<file path="config.mk">
export PLATFORM = sky130hd
export DESIGN_NAME = cnff_seq_driver
export DESIGN_NICKNAME = d
export VERILOG_FILES = /design/src/rtl/cnff_seq_driver.sv
export SDC_FILE = /design/constraint.sdc
export NUM_CORES = 1
export LEC_CHECK = 0
export BUFFER_PORTS_ARGS = -buffer_cell sky130_fd_sc_hd__buf_4
export CORE_AREA = 8 8 62 64
export CTS_BUF_LIST = sky130_fd_sc_hd__clkbuf_8
export DETAILED_ROUTE_END_ITERATION = 12
export DIE_AREA = 0 0 70 72
export GPL_TIMING_DRIVEN = 0
export PLACE_DENSITY = 0.78
export SLEW_MARGIN = 15
export SYNTH_ARGS = -nofsm -noshare
export SYNTH_HDL_FRONTEND = slang
export SYNTH_SLANG_ARGS = --single-unit
</file>
<file path="constraint.sdc">
create_clock -name clk -period 2.4 [get_ports clk]
set_clock_uncertainty 0.1 [all_clocks]
set_input_delay 0.36 -clock clk [delete_from_list [all_inputs] [get_ports clk]]
set_output_delay 0.36 -clock clk [all_outputs]
set_load 0.1 [all_outputs]
</file>
<file path="src/rtl/cnff_seq_driver.sv">
// Drives a bank of cnff cells toward a target word, one addressed (c,n) command per cycle.
// Optional readback compare against fb_q is built when CNFF_VERIFY_EN is defined.
module cnff_seq_driver #(
    parameter int WIDTH = 8,
    parameter int IDX_W = 3
) (
    input  logic             clk,
    input  logic             rst,
    input  logic             tgt_valid,
    output logic             tgt_ready,
    input  logic [WIDTH-1:0] tgt_data,
    output logic             cmd_c,
    output logic             cmd_n,
    output logic [IDX_W-1:0] cmd_sel,
    output logic             busy,
    output logic             done,
    output logic [WIDTH-1:0] shadow,
    input  logic [WIDTH-1:0] fb_q,
    output logic             err
);

    typedef enum logic [1:0] {IDLE, SCAN, FLUSH, DONE} state_t;

    state_t           state, state_nxt;
    logic [WIDTH-1:0] tgt_reg;
    logic [IDX_W-1:0] idx;
    logic             accept;
    logic             last;

    always_comb begin
        state_nxt = state;
        accept    = 1'b0;
        last      = (idx == IDX_W'(WIDTH - 1));
        case (state)
            IDLE: begin
                accept = tgt_valid && tgt_ready;
                if (accept) state_nxt = SCAN;
            end
            SCAN:    if (last) state_nxt = FLUSH;
            FLUSH:   state_nxt = DONE;
            DONE:    state_nxt = IDLE;
            default: state_nxt = IDLE;
        endcase
    end

    always_ff @(posedge clk) begin
        if (rst) state <= IDLE;
        else     state <= state_nxt;
    end

    always_ff @(posedge clk) begin
        if (rst) begin
            tgt_reg   <= '0;
            idx       <= '0;
            tgt_ready <= 1'b1;
            busy      <= 1'b0;
            done      <= 1'b0;
            cmd_c     <= 1'b0;
            cmd_n     <= 1'b0;
            cmd_sel   <= '0;
            shadow    <= '0;
        end else begin
            case (state)
                IDLE: if (accept) begin
                    tgt_reg   <= tgt_data;
                    idx       <= '0;
                    tgt_ready <= 1'b0;
                    busy      <= 1'b1;
                end
                SCAN: begin
                    idx <= idx + IDX_W'(1);
                    // 0->1 is a toggle (c=1), 1->0 is a clear (c=0): c simply equals the target bit
                    if (shadow[idx] != tgt_reg[idx]) begin
                        cmd_n       <= 1'b1;
                        cmd_sel     <= idx;
                        cmd_c       <= tgt_reg[idx];
                        shadow[idx] <= tgt_reg[idx];
                    end else begin
                        cmd_n <= 1'b0;
                    end
                end
                FLUSH: begin
                    cmd_n <= 1'b0;
                    cmd_c <= 1'b0;
                    done  <= 1'b1;
                end
                DONE: begin
                    done      <= 1'b0;
                    busy      <= 1'b0;
                    tgt_ready <= 1'b1;
                end
                default: ;
            endcase
        end
    end

`ifdef CNFF_VERIFY_EN
    // Bank has settled by DONE; a mismatch here latches until reset or the next accept.
    always_ff @(posedge clk) begin
        if (rst)                                 err <= 1'b0;
        else if (accept)                         err <= 1'b0;
        else if (state == DONE && fb_q != shadow) err <= 1'b1;
    end
`else
    logic unused_fb;
    assign unused_fb = ^fb_q;
    assign err       = 1'b0;
`endif

endmodule

</file>
---- Word-level counts from Yosys, hierarchy flattened ----
Index checks and enable logic that the tools add are counted.
W data, S select, Z words.
word-level totals
  flip-flop bits (word level) ............. 29
  output and inout port bits .............. 17
  logic and storage cells ................. 57
operators by class
  $add $sub $neg .......................... 1
  $lt $le $gt $ge ......................... 2
  equal/unequal tests ..................... 9
  muxes and demuxes ....................... 22
  reduce and logical (&&, ||, !) cells .... 13
operator list
  operator               number
  $reduce_and A2 Y1      6
  $pmux W1 S2            5
  $bwmux W8              1
  $mux W1                8
  $ne A2 B2 Y1 const B   4
  $pmux W2 S4            1
  $reduce_bool A2 Y1     4
  $bmux W1 S3            2
  $pmux W3 S2            1
  $eq A2 B2 Y1 const B   2
  $lt A3 B4 Y1 const B   1
  $mux W2                2
  $add A3 B1 Y3 const B  1
  $demux W1 S3           1
  $eq A3 B3 Y1 const B   1
  $ge A3 B1 Y1 const B   1
  $mux W3                1
  $eq A2 B1 Y1 const B   1
  $logic_and A1 B1 Y1    2
  $logic_not A2 Y1       1
  $ne A1 B1 Y1           1

---- Logic depth before layout (Yosys ltp) ----
Gate-level depths: netlist of the first run.
  depth after elaboration ................. 5
  mapped depth ............................ 7
  mapped depth without buffers ............ 7

---- Least setup slack after synthesis of the first run ----
No wires, ideal clock.
  kind .................................... flip-flop to flip-flop
  start ................................... register shadow[5]
  end ..................................... register shadow[0]
  arrival ................................. 2,025 ps
  required time ........................... 2,160 ps
  setup slack ............................. 135 ps
  cell stages (with the launch flop) ...... 6
  buffers on the path ..................... 1
  cell sequence ........................... dfxtp_1 -> mux4_2 -> mux2i_4 -> buf_6 -> nor3_1 -> a2111oi_2
on the way
  longest elaborated chain between the ends .. 4
RTL lines
  item                                line  source
  start: declaration                  17    output logic [WIDTH-1:0] shadow,
  start signal: indexed assignment    77    shadow[idx] <= tgt_reg[idx];
  $bmux W1 S3                         73    if (shadow[idx] != tgt_reg[idx]) begin
  $mux W1 (not written as such)       73
  $ne A1 B1 Y1                        73
  $reduce_and A2 Y1 (no source line)  --
No other way between the ends. The select of a mux whose other input is x is not followed.
A chain may end at the register's enable or synchronous reset.

---- Worst setup path after layout of the first run ----
  start ................................... register idx[0]
  end ..................................... register shadow[4]
on the way
  longest elaborated chain between the ends .. 5
RTL lines
  item                                                                line  source
  start: declaration                                                  26    logic [IDX_W-1:0] idx;
  start signal: assignment                                            71    idx <= idx + IDX_W'(1);
  $lt A3 B4 Y1 (not written as such) or $ge A3 B1 Y1 (tied branches)  77
  $logic_and A1 B1 Y1 (not written as such)                           77
  $mux W1 (not written as such)                                       77
  $demux W1 S3                                                        77
  $bwmux W8                                                           77
Parallel ways exist; a longest one is shown, timed or not. The select of a mux whose other input is x is not followed.

==> results of run 1 <==
==> per-stage QoR <==
stage	power, W	hold WS, ps	util [%]
2_1_floorplan	0.00127	358	-
3_3_place_gp	0.00140	354	60.0
3_5_place_dp	0.00143	356	60.0
4_1_cts	0.00195	203	64.0
5_1_grt	0.00207	207	64.0
6_report	0.00194	207	64.0
==> path summary, 6_finish.rpt <==
kind	end	slack, ps	depth (start not counted)
setup / recovery	shadow[4]$_SDFFE_PP0P_	240	5
hold / removal	tgt_reg[7]$_SDFFE_PP0P_	210	3
setup reg to reg	shadow[4]$_SDFFE_PP0P_	240	5
hold reg to reg	cmd_sel[1]$_SDFFE_PP0P_	370	2
==> kinds of logic (layout without fill, tap and decap cells) <==
| family | Yosys count | in the layout |
|---|---|---|
| fa+ha+maj | 7 | 7 |
| flops | 29 | 29 |
| simple gates | 54 | 54 |
| mux | 15 | 15 |
| buf+inv | 13 | 47 |
| compound gates | 32 | 32 |
| other cells | 1 | 1 |
| xor+xnor | 1 | 1 |
==> cell type report <==
type / count / area [µm²]
Fill cell: 247 / 1050
Multi-Input combinational cell: 110 / 856
Sequential cell: 29 / 581
Timing Repair Buffer: 26 / 195
Clock buffer: 6 / 82.6
Buffer: 9 / 52.6
Tap cell: 33 / 41.3
Clock inverter: 2 / 33.8
Inverter: 4 / 15.0
==> layout by cell type, fill, tap and decap left out, types with 2 or more instances in the layout <==
cell	n
nand3b_1	2
a31oi_1	2
nor3_1	3
ha_1	7
mux2i_1	9
clkbuf_8	6
o21ai_1	3
nor3b_2	2
a21oi_1	11
a2111oi_2	3
buf_4	27
a32oi_1	3
nor3b_1	2
buf_6	2
nand2b_1	4
mux4_2	4
inv_1	5
clkbuf_1	5
nor2b_1	3
nand4b_1	3
nor2_1	28
nand2_1	3
dfxtp_1	29
mux2i_4	2
a2111oi_1	5
==> layer usage <==
metal | global-route usage (%) | up-vias | wire length [µm]
met3 | 5.46 | 8 | 208
met4 | 6.47 | 0 | 64
met2 | 21.7 | 44 | 1600
li1 | - | 621 | -
met5 | 0 | - | 0
met1 | 15.4 | 604 | 1480
==> worst min-delay path, cell delays in order <==
cell and delay, ps:
buf_4 80, mux2i_1 50, nor2_1 70
==> power by group <==
| group | switching (W) | internal [W] |
|---|---|---|
| sequential | 0.0000563 | 0.000557 |
| combinational | 0.000531 | 0.000281 |
| clock | 0.000182 | 0.000334 |
| total | 0.000770 | 0.00117 |
==> results.tsv, run 1 <==
metric	value	unit
cts_tree	done	
core_area	2900	µm²
critPathSlowestCell	mux4_2	
async_reset_ff_share	0	%
synth_nets	178	
first_global_vias	1208	
path_class	flop to flop	
fmax	462	MHz
r2r-start	idx[0]$_SDFFE_PP0P_	
synthTopCellsByCount	29 x dfxtp_1, 28 x nor2_1, 11 x a21oi_1, 9 x mux2i_1, 7 x ha_1	
min_from	tgt_data[7]	
yosysTopAreaCell	dfxtp_1	
synth_edf_count	0	
synth_cells	152	
wirelength	3.35	mm
htree_levels	2	
dieArea	5040	µm²
stdcell_count	219	
crit_fanout	10	
yosys.area_share.simple	18.6	%
grt.overflow.total	0	
post_cts_buffers	0	
grt_pass1_wl	5.51	mm
antenna_found_initial	0	
pre_cts_slack	241	ps
leakage	0.787	nW
final_hold_viol_count	0	
ys_seq_area_share	38.6	%
ctsResizeCount	0	
syn_to_final_growth	23.5	%
numCtsBuffers	5	
antenna_cells	0	
synth_fa_ha_area_share	5.82	%
maxSlewViolCount	0	
cp_top_family	multiplexers	
dp_hpwl	2.48	mm
layout-drive-gt1-share	26.9	%
cts_root_buffer	clkbuf_8	
yosys_register_bits	29	
fin_crit	2160	ps
p_per_area	1050	nW/µm²
setup_viol	0	
final.setup.worst_slack	236	ps
synth_top_family_by_area	simple AND/OR/NAND/NOR gates	
drc_errors	0	
die_y	72	µm
maxCapViolCount	0	
finalNetCount	211	
drtIter0Drc	74	
critPathMaxStageDelay	540	ps
crit_buf_inv	1	
yosysTopAreaCellShare	38.6	%
start_util	51.8	%
cp-start-kind	flop	
avgSynthCellArea	9.89	µm²
vias_per_cell	5.83	
synth_xor_xnor_area_share	1.08	%
cts.sinks	29	
synth_warnings	0	
fin_crit_sh	90.2	%
clk_path_buf_depth	2	
first_pass_iters	6	
gp_congestion	0.795	
ys_types	36	
endpoint_kind	flop	
rows	20	
portBuffers	26	
arrival	2200	ps
rsz0062_at_grt	no	
grt_max_degree	11	
ctsHoldBuffers	0	
post-place-cells	211	
synth-compound-area-share	16.1	%
tns	0	ps
track_usage	13.6	%
ir_drop	0.00106	V
worstMarginPinSlew	536	ps
dpl_cell_area	1740	µm²
clock_latency	280	ps
avgRoutedWirePerCell	15.3	µm
ant_nets	0	
stdcell_area	1860	µm²
status	complete, no violations	
required	2430	ps
synth_area_leaders	dfxtp_1 39%, nor2_1 7.0%, mux2i_1 6.0%, mux4_2 6.0%, ha_1 5.8%	
synth_mux_area_share	15.0	%
yosysMostFrequentCell	dfxtp_1	
ys.flop_type	dfxtp_1	
path_clk_slew	60	ps
die_w	70	µm
max_slew_margin	64.0	%
path_cells	buf_6 > mux4_2 > mux2i_4 > nor3b_2 > a2111oi_1	
synthesis.area	1500	µm²
worstHoldPathType	input pin to flop	
critPathLaunch	idx[0]$_SDFFE_PP0P_	
ioPinCount	36	
via_count	1277	
(Power assumes the default switching activity.)
==> run 2: changes to the inputs <==
SETUP_SLACK_MARGIN = 0.5   (was default)
==> results.tsv, run 2 (same netlist as run 1, synthesis figures left out) <==
metric	value	unit	change
status	complete, no violations		unchanged
p_per_area	971	nW/µm²	was 1050 nW/µm²
clk_path_buf_depth	2		unchanged
cts_root_buffer	clkbuf_8		unchanged
vias_per_cell	5.81		was 5.83
cts_tree	done		unchanged
maxCapViolCount	0		unchanged
cts.sinks	29		unchanged
final_cell_mix	34 x buf_4, 26 x nor2_1, 19 x dfxtp_1, 11 x a21oi_1, 9 x mux2i_1		was 29 x dfxtp_1, 28 x nor2_1, 27 x buf_4, 11 x a21oi_1, 9 x mux2i_1
worstHoldPathType	input pin to flop		unchanged
combinationalPowerShare	49.8	%	was 41.8%
dp_hpwl	2.65	mm	was 2.48 mm
arrival	2170	ps	was 2200 ps
grt_pass1_wl	6.09	mm	was 5.51 mm
syn_to_final_growth	36.9	%	was 23.5%
gp_congestion	0.778		was 0.795
fin_crit	2100	ps	was 2160 ps
wirelength	3.80	mm	was 3.35 mm
final.setup.worst_slack	301	ps	was 236 ps
final_hold_viol_count	0		unchanged
pre_cts_slack	230	ps	was 241 ps
maxSlewViolCount	0		unchanged
critPathLaunch	idx[0]$_SDFFE_PP0P_		unchanged
clock_latency	280	ps	about the same
start_util	51.8	%	unchanged
clock_power_share	19.7	%	was 26.6%
r2r-start	idx[0]$_SDFFE_PP0P_		unchanged
rows	20		unchanged
htree_levels	2		unchanged
endpoint_kind	flop		unchanged
tns	0	ps	unchanged
grt_max_degree	11		unchanged
antenna_found_initial	0		unchanged
ioPinCount	36		unchanged
avgRoutedWirePerCell	16.5	µm	was 15.3 µm
setup_viol	0		unchanged
fmax	476	MHz	was 462 MHz
power_switching	0.000830	W	was 0.000770 W
worstMarginPinSlew	646	ps	was 536 ps
die_y	72	µm	unchanged
first_pass_iters	4		was 6
ant_nets	0		unchanged
path_class	flop to flop		unchanged
numCtsBuffers	5		unchanged
crit_fanout	6		was 10
fin_crit_sh	87.5	%	was 90.2%
final_common_cell	buf_4		was dfxtp_1
first_global_vias	1346		was 1,208
track_usage	14.9	%	was 13.6%
drtIter0Drc	122		was 74
die_w	70	µm	unchanged
path_clk_slew	60	ps	about the same
portBuffers	26		unchanged
min_from	tgt_data[7]		unchanged
ctsHoldBuffers	0		unchanged
p_sw_share	41.5	%	was 39.7%
leakage	0.869	nW	was 0.787 nW
layout-drive-gt1-share	41.6	%	was 26.9%
via_count	1336		was 1,277
antenna_cells	0		unchanged
core_area	2900	µm²	unchanged
max_slew_margin	57.0	%	was 64.0%
finalNetCount	223		was 211
p_seq_share	30.5	%	was 31.6%
grt.overflow.total	0		unchanged
dieArea	5040	µm²	unchanged
drc_errors	0		unchanged
cp-start-kind	flop		unchanged
ir_drop	0.000758	V	was 0.00106 V
p_int	0.00117	W	about the same
required	2470	ps	was 2430 ps
rsz0062_at_grt	yes		was no
==> run 2: cell types whose count changed in the layout (fill, tap and decap cells not counted), moves of 2 or more <==
| cell | before | now |
|---|---|---|
| dfxtp_4 | 0 | 8 |
| dfxtp_1 | 29 | 19 |
| buf_4 | 27 | 34 |
| dfxtp_2 | 0 | 2 |
| o21ai_1 | 3 | 0 |
| a2111oi_1 | 5 | 3 |
| o21ai_2 | 0 | 3 |
| nor2_1 | 28 | 26 |
| buf_6 | 2 | 4 |
==> run 2: path summary, 6_finish.rpt <==
path                                  end  slack, ps  depth (start not counted)
hold / removal    tgt_reg[7]$_SDFFE_PP0P_        210                          3
setup reg to reg  cmd_sel[2]$_SDFFE_PP0P_        300                          7
hold reg to reg        cmd_n$_SDFFE_PP0P_        380                          2
setup / recovery  cmd_sel[2]$_SDFFE_PP0P_        300                          7
==> run 2: what timing repair did <==
action / CTS / global route
cloned: 1 / 0
setup endpoints to repair: 13 / 13
resized for setup: 9 / 11
hold endpoints to repair: 0 / 0
pin swaps: 9 / 5
buffers inserted: 8 / 3
==> run 2: cell type report <==
class / count / area, µm²
Timing Repair Buffer: 38 / 307
Multi-Input combinational cell: 110 / 938
Clock inverter: 1 / 3.75
Inverter: 4 / 15.0
Clock buffer: 6 / 82.6
Sequential cell: 29 / 613
Tap cell: 33 / 41.3
Buffer: 9 / 57.6
Fill cell: 223 / 845
==> run 2: power groups by stage <==
stage / Sequential, W / Combinational [W] / Clock (W)
final: 0.000610 / 0.000995 / 0.000394
after global routing: 0.000618 / 0.00106 / 0.000423
after CTS: 0.000610 / 0.000923 / 0.000407
after detailed placement: 0.000618 / 0.000817 / 0
after global placement: 0.000611 / 0.000788 / 0
after floorplan: 0.000788 / 0.000482 / 0
==> run 2: layer usage <==
metal	share of wire [%]	global-route usage, %	up-vias
met1	41	16.0	646
met5	0	0	-
met4	2.2	8.04	0
met2	52	24.9	43
li1	-	-	637
met3	5.2	5.87	10
==> run 2: through the flow <==
| step | std cells | area, µm² | util (%) | total power, W | hold slack (ps) |
|---|---|---|---|---|---|
| floorplan | 152 | 1540 | - | 0.00127 | 358 |
| global placement | 211 | 1780 | 61.2 | 0.00140 | 355 |
| detailed placement | 211 | 1780 | 61.2 | 0.00144 | 369 |
| CTS | 227 | 1980 | 68.3 | 0.00194 | 208 |
| global route | 230 | 2060 | 70.9 | 0.00211 | 220 |
| finish | 230 | 2060 | 70.9 | 0.00200 | 214 |
==> run 2: worst max-delay path, stage by stage (launching register included) <==
cell and delay, ps:
dfxtp_2 340, buf_8 130, mux4_2 550, mux2i_4 220, buf_6 150, xor2_4 230
and2_4 210, o21ai_2 50
